[config.mk]
export PLATFORM = sky130hd
export DESIGN_NAME = fetch_inst_queue
export DESIGN_NICKNAME = d
export VERILOG_FILES = /design/src/rtl/fetch_inst_queue.sv
export SDC_FILE = /design/constraint.sdc
export NUM_CORES = 1
export LEC_CHECK = 0
export ABC_AREA = 1
export BUFFER_PORTS_ARGS = -buffer_cell sky130_fd_sc_hd__buf_4
export CAP_MARGIN = 20
export CORE_MARGIN = 2
export CORE_UTILIZATION = 30
export DETAILED_ROUTE_END_ITERATION = 8
export HOLD_SLACK_MARGIN = 0.06
export PLACE_DENSITY = 0.55
export SYNTH_ARGS = -nofsm -noshare
export SYNTH_HDL_FRONTEND = slang
export SYNTH_SLANG_ARGS = --single-unit
[constraint.sdc]
create_clock -name clk -period 9.34 [get_ports clk]
set_input_delay 0.934 -clock clk [delete_from_list [all_inputs] [get_ports clk]]
set_output_delay 0.934 -clock clk [all_outputs]
set_load 0.02 [all_outputs]
[src/rtl/fetch_inst_queue.sv]
// fetch_inst_queue: small first-word-fall-through FIFO that buffers fetched
// (pc, inst) pairs between the fetch unit and the IF/ID register. It lets
// fetch run ahead while decode is stalled, and it empties completely on a
// redirect flush.
//
// Handshakes:
//   Fetch side: this is valid/ready. A transfer happens on a rising edge
//   where fetch_valid && fetch_ready && !flush. fetch_ready depends only on
//   the registered count and on reset. It never looks at fetch_valid,
//   id_stall or flush.
//   ID side: the head entry is presented while id_valid=1. It is consumed on
//   a rising edge where id_valid && !id_stall && !flush. While id_stall is
//   high, the head entry stays in place.
module fetch_inst_queue #(
    parameter int DEPTH  = 4,
    parameter int PC_W   = 64,
    parameter int INST_W = 32
) (
    input  logic                       clk,
    input  logic                       reset,
    input  logic                       fetch_valid,
    input  logic [PC_W-1:0]            fetch_pc,
    input  logic [INST_W-1:0]          fetch_inst,
    output logic                       fetch_ready,
    input  logic                       id_stall,
    input  logic                       flush,
    output logic                       id_valid,
    output logic                       id_bubble,
    output logic [PC_W-1:0]            id_pc,
    output logic [INST_W-1:0]          id_inst,
    output logic [$clog2(DEPTH+1)-1:0] count
);

    localparam int PTR_W = $clog2(DEPTH);
    localparam int CNT_W = $clog2(DEPTH+1);
    localparam logic [CNT_W-1:0] FULL_CNT = CNT_W'(DEPTH);

    logic [PC_W-1:0]   pc_mem   [DEPTH];
    logic [INST_W-1:0] inst_mem [DEPTH];
    logic [PTR_W-1:0]  head;
    logic [PTR_W-1:0]  tail;
    logic              push;
    logic              pop;

    // Ready comes from count alone, so there is no pop-through when full.
    // Reset also forces ready low.
    assign fetch_ready = reset && (count < FULL_CNT);
    assign id_valid    = (count != '0);
    assign id_bubble   = ~id_valid;
    assign id_pc       = pc_mem[head];
    assign id_inst     = inst_mem[head];

    assign push = fetch_valid && fetch_ready && !flush;
    assign pop  = id_valid && !id_stall && !flush;

    // Storage has no reset. Only a push writes the tail slot.
    always_ff @(posedge clk) begin
        if (push) begin
            pc_mem[tail]   <= fetch_pc;
            inst_mem[tail] <= fetch_inst;
        end
    end

    // Pointers and count. Flush has priority over push and pop.
    // Pointers wrap naturally because DEPTH is a power of two.
    always_ff @(posedge clk or negedge reset) begin
        if (!reset) begin
            head  <= '0;
            tail  <= '0;
            count <= '0;
        end else if (flush) begin
            head  <= '0;
            tail  <= '0;
            count <= '0;
        end else begin
            if (push) tail <= tail + 1'b1;
            if (pop)  head <= head + 1'b1;
            case ({push, pop})
                2'b10:   count <= count + CNT_W'(1);
                2'b01:   count <= count - CNT_W'(1);
                default: count <= count;
            endcase
        end
    end

    // Occupancy invariants: count stays in range, and the pointer
    // distance agrees with count.
    a_no_overflow: assert property (@(posedge clk) disable iff (!reset)
        count <= FULL_CNT);
    a_no_underflow: assert property (@(posedge clk) disable iff (!reset)
        (count == '0) |-> !pop);
    a_ptr_count: assert property (@(posedge clk) disable iff (!reset)
        PTR_W'(tail - head) == count[PTR_W-1:0]);

endmodule
# Yosys cells after proc, flatten, opt, wreduce, memory -nomap -nowiden
# Memory sizes are Yosys's and may differ from the RTL's.
# Index checks and enable logic that the tools add are counted.
# word_totals
ram_bits,384
register_bits,7
word_cells,32
n_memories,2
output_inout_bits,102
input_bits,101
rom_bits,0
latch_bits,0
# op_classes
n_lt_le_gt_ge,1
n_reduce_logical,11
addsub,4
div_mod_pow,0
bitwise,1
mul,0
eq_ne,2
mux,8
shift,0
# mem_list
memory,depth,word_bits,read_ports,rd_ports_with_merged_regs,wr,line,source
pc_mem,4,64,1,0,1,38,logic [PC_W-1:0] pc_mem [DEPTH];
inst_mem,4,32,1,0,1,39,logic [INST_W-1:0] inst_mem [DEPTH];
# ops
cell,count
$mux 2,4
$pmux 3 s2,1
$reduce_bool 3->1,2
$logic_and 1x1->1,5
$add 2x1->2 const B,2
$reduce_bool 2->1,2
$add 3x1->3 const B,1
$lt 3x3->1 const B,1
$mux 3,1
$sub 3x1->3 const B,1
$eq 2x1->1 const B,1
$eq 2x2->1 const B,1
$logic_not 1->1,2
$mux 1,2
$not 1->1,1

# Logic depth before layout (Yosys ltp)
# logic_depth
ltp_word,7
mapped_depth,10
depth_no_buf,10

# Worst setup path after synthesis
# OpenSTA, ideal clock, no wires.
# synth_path
path_kind,input port to flip-flop
start,input port reset
end,memory inst_mem[0][0] (enable)
slack_ns,3.197
required_time_ns,8.788
path_stages,4
setup_time_ns,0.552
arrival_time_ns,5.591
n_path_buf,0
cell_sequence,inv_1 > nor2_1 > nand3_1 > nor2_1
# synth_via
elab_chain_cells,5
# synth_rtl
element,line,source
"start, declared",20,"input logic reset,"
$logic_and 1x1->1,47,assign fetch_ready = reset && (count < FULL_CNT);
named net fetch_ready,24,"output logic fetch_ready,"
$logic_and 1x1->1 (2 in series),53,assign push = fetch_valid && fetch_ready && !flush;
$mux 1,58,if (push) begin
$mux 1 (not written as such),60,inst_mem[tail] <= fetch_inst;
"end, declared",39,
# The timed path passes the listed nets, and every way through them passes these cells.

# Final worst setup path
# layout_path
start,register head[0]
end,output port id_inst[8]
# layout_via
elab_chain_cells,1
# layout_rtl
element,line,source
"start, declared",40,logic [PTR_W-1:0] head;
"start signal, assigned",77,if (pop) head <= head + 1'b1;
$mem_v2 4x32,n/a,
"end, declared",30,"output logic [INST_W-1:0] id_inst,"
# No other way between the ends.

==> flow_results.org <==
** Layout
- The number of antenna diodes in the final layout is 0.
- From synthesis to final layout, the design area changed by 22.4%.
- Commonest non-fill, non-tap cell in the layout :: sky130_fd_sc_hd__edfxtp_1
- Commonest cells after routing, fill and taps aside :: sky130_fd_sc_hd__edfxtp_1, sky130_fd_sc_hd__buf_4, sky130_fd_sc_hd__nor2_1
- Register area :: 0.0117 mm^2
- Of the cells placed in the final design, the portion with a size suffix greater than 1 is 0.229.
- Multi-input logic area :: ~0.0026 mm^2
- Net count of the finished layout :: 1296
- After filler insertion, the fill cell instance count of the layout stands at 4613.

** STA
- Pin slew with the least headroom to its limit :: 1.02 ns
- Setup TNS after final layout :: 0 ns
- Setup violations remaining at the end of the flow were counted as 0.
- Setup Skew :: 0.0222 ns
- In the finished design, the share of the clock period the worst path needs comes to 0.483.
- The final-report max-slew violation count is 0.
- For this run, the top clock speed supported by timing is 0.222 GHz.
- Hold Slack :: 0.197 ns
- Final critical-path required period :: 4.51 ns
- The final number of hold-violating endpoints came to 0.
- Setup repair after global routing left no endpoint under its margin.
- Setup slack on the critical path of the routed design comes to 4.83 ns.
- Worst-case headroom to the max-slew limit :: 0.322

** Critical path
- Required time at the endpoint of the critical path :: about 8.4 ns
- Capture instance of the worst register-to-register path :: pc_mem[1][39]
- Counting cells, the worst reg-to-reg path comes to 5.
- Critical Setup Path Class :: register to output pin
- The setup check on the worst reg-to-reg path leaves a slack of 6.23 ns.
- At the worst endpoint, the arrival time is 3.58 ns.
- Of all nets on the critical path, the largest fanout is 115.
- FF-to-FF Start :: count[2]
- The worst setup path is captured at an output pin.
- Worst Setup Start Kind :: register

** Detailed routing
- Number of antenna-violating nets in the routed design :: 0
- Total wirelength of the detailed-routed design :: 34300 um
- Routed wire length on met3 :: approximately 1700 um
- Total number of vias :: 8705
- The first routing iteration left 592 violations.
- For this run, design rule violations remaining after detail routing come to 0.
- In the routed layout, each cell is associated on average with a via count of 4.72.
- Detailed routing placed a total of 17000 um of wire on met2.
- 1st-pass router iterations :: 5
- Highest metal layer used by the detailed router :: met4
- After detailed routing, the wire length on met1 is 14900 um.
- In the final routed layout, each cell accounts on average for 18.6 um.

** Global route
- The first global-routing pass estimated 51000 um of wire.
- Maximum number of pins on one net before global-route repair :: between 100 and 150
- Number of global-route vias before repair :: around 8500
- Antenna violations before repair :: 0
- GR Overflow Total :: 0
- Across every metal layer, demand over resource in global routing totals 0.133.

** Clocking
- Post-CTS Setup Bufs :: 0
- At the later pin of the worst-skew pair, clock insertion delay measures 0.56 ns.
- Maximum level of the CTS H-tree :: 2
- The number of hold buffers added after CTS was 0.
- TritonCTS built the clock tree.
- Once the clock tree was built, the resizer swapped 0 gates to a different size.
- Clock slew at reported path FFs :: 0.06 ns
- Number of buffers created by CTS :: 42
- CTS saw 391 sinks.
- In this run the clock root is driven by a sky130_fd_sc_hd__clkbuf_16.
- Clock Tree Buf Depth :: 3

** Synth
- Syn Area/Cell :: 14.8 um^2
- Combinational family with the most area after synthesis :: compound AO/OA/AOI/OAI gates
- The portion of synthesized area spent on multiplexers is 0.
- In this run the cell area of the synthesized design comes to about 0.015 mm^2.
- Share of the synthesized netlist area taken by xor and xnor gates :: 0.000596
- Counting flops and latches in the post-synthesis netlist gives 391.
- Fraction of the mapped netlist area in simple logic gates :: 0.0585
- Of the total synthesized cell area, the portion taken by full adders, half adders and majority gates is 0.00477.
- Counting distinct cell types in the post-synthesis netlist gives 24.
- Total number of yosys warnings :: 0
- Largest cells by area after synthesis :: sky130_fd_sc_hd__edfxtp_1, sky130_fd_sc_hd__nor2_1, sky130_fd_sc_hd__o21ai_0, sky130_fd_sc_hd__o22ai_1, sky130_fd_sc_hd__o21ai_1
- Share of the yosys chip area belonging to registers :: 0.796
- Of the post-synthesis cell area, the dominant cell type holds 0.784.
- The synthesized design spends more area on one cell type than any other, namely sky130_fd_sc_hd__edfxtp_1.
- Post-synthesis instance total :: 993
- The number of nets in the synthesized netlist is 1099.
- Synth Area in Compound Gates :: 0.109

** Floorplanning
- Measured along the x axis, the die boundary spans 225 um.
- During I/O placement, the number of pins put on the boundary was 203.
- Placeable core area :: 0.0486 mm^2
- Die area :: 0.0508 mm^2
- Starting density of the core :: 0.302
- Std-Cell Rows :: 81
- Floorplan die height :: 225 um

** Outcome
- Outcome :: complete, no violations

** Power
- Max IR drop VDD :: 0.110 mV
- For this design the static power due to leakage is 6.17 nW.
- Total power divided by cell area :: 261 mW/mm^2

** Flow run
- The tool flagged a number of max-cap violations equal to 0.

** Placement
- Global placement routability congestion :: around 0.70
- Summed over all nets, the half-perimeter wirelength after detailed placement is 18600 um.
- Buffers added on ports :: roughly 200
- DP Worst Slack :: 5.44 ns

** Hold path
- In this run the worst hold path is classified as input port to async pin.
## synth_stat cells
| cell | instances |
|---|---|
| sky130_fd_sc_hd__inv_2 | 1 |
| sky130_fd_sc_hd__dfrtp_1 | 7 |
| sky130_fd_sc_hd__inv_4 | 1 |
| sky130_fd_sc_hd__nor2_1 | 200 |
| sky130_fd_sc_hd__fa_1 | 1 |
| sky130_fd_sc_hd__a21oi_1 | 2 |
| sky130_fd_sc_hd__o21ai_1 | 75 |
| sky130_fd_sc_hd__ha_1 | 4 |
| sky130_fd_sc_hd__a21oi_2 | 1 |
| sky130_fd_sc_hd__buf_2 | 11 |
| sky130_fd_sc_hd__edfxtp_1 | 384 |
| sky130_fd_sc_hd__nand3b_1 | 1 |
| sky130_fd_sc_hd__nand2_2 | 1 |
| sky130_fd_sc_hd__inv_1 | 13 |
| sky130_fd_sc_hd__o22ai_1 | 96 |
| sky130_fd_sc_hd__nand3_1 | 6 |
| sky130_fd_sc_hd__buf_4 | 16 |
| sky130_fd_sc_hd__nor2_2 | 1 |
| sky130_fd_sc_hd__buf_6 | 12 |
| sky130_fd_sc_hd__clkbuf_2 | 5 |
| sky130_fd_sc_hd__clkbuf_1 | 18 |
| sky130_fd_sc_hd__nand2_1 | 16 |
| sky130_fd_sc_hd__o21ai_0 | 120 |
| sky130_fd_sc_hd__xor2_1 | 1 |
## layout make-up
| type | instances | share of cell area |
|---|---|---|
| repair buffers | 215 | 0.0897 |
| clock buffers | 57 | 0.0627 |
| multi-input cells | 525 | 0.142 |
| clock inverters | 18 | 0.00765 |
| well taps | 622 | 0.0432 |
| flip-flops and latches | 391 | 0.651 |
| inverters | 15 | 0.00348 |
## worst max path at each step
stage / cells after the start / to / startpoint / slack (ns)
CTS: 5 / id_pc[29] / head[0] / 4.80
global route: 5 / id_inst[8] / head[0] / 4.54
global placement: 5 / id_pc[18] / head[0] / 5.44
floorplan: 4 / inst_mem[0][0] / reset / 3.20
detailed placement: 5 / id_pc[18] / head[0] / 5.44
finish: 5 / id_inst[8] / head[0] / 4.83
## where the power goes
group	leakage (nW)	internal, mW	total (mW)	switching (mW)
Sequential	3.56	1.99	2.04	0.0485
Clock	0.618	0.900	1.55	0.647
Combinational	2.00	0.394	1.12	0.723
Total	6.17	3.28	4.70	1.42
## cells by family after synthesis
logic type | after synthesis
buf+inv | 77
fa+ha+maj | 5
simple gates | 225
flops | 391
compound gates | 294
xor+xnor | 1
## metrics by stage
| stage | instance area, um^2 | total power, mW | instances | utilization |
|---|---|---|---|---|
| finish | 18000 | 4.70 | 1843 | 0.370 |
| global route | 18000 | 4.92 | 1843 | 0.370 |
| CTS | 18000 | 4.78 | 1843 | 0.370 |
| detailed placement | 16700 | 3.21 | 1768 | 0.344 |
| global placement | 16700 | 3.20 | 1768 | 0.344 |
| floorplan | 14700 | 2.76 | 993 | - |
## worst max-delay path: stages, from the launching register on
cell and delay [ns]:
sky130_fd_sc_hd__dfrtp_4 0.66, sky130_fd_sc_hd__inv_6 0.68, sky130_fd_sc_hd__buf_4 0.82, sky130_fd_sc_hd__o21ai_0 0.16
sky130_fd_sc_hd__o22ai_1 0.25, sky130_fd_sc_hd__buf_4 0.20
## metal layers
layer	up-vias	GRT usage
li1	4141	-
met1	4333	0.167
met2	183	0.226
met3	48	0.0309
met4	0	0.0429
met5	-	0
## registers in the layout, indices dropped and copies added, names as in the netlist
register and flops:
inst_mem 128, tail 2, head 2, pc_mem 256
count 3
Power figures use the tool's default switching activity.
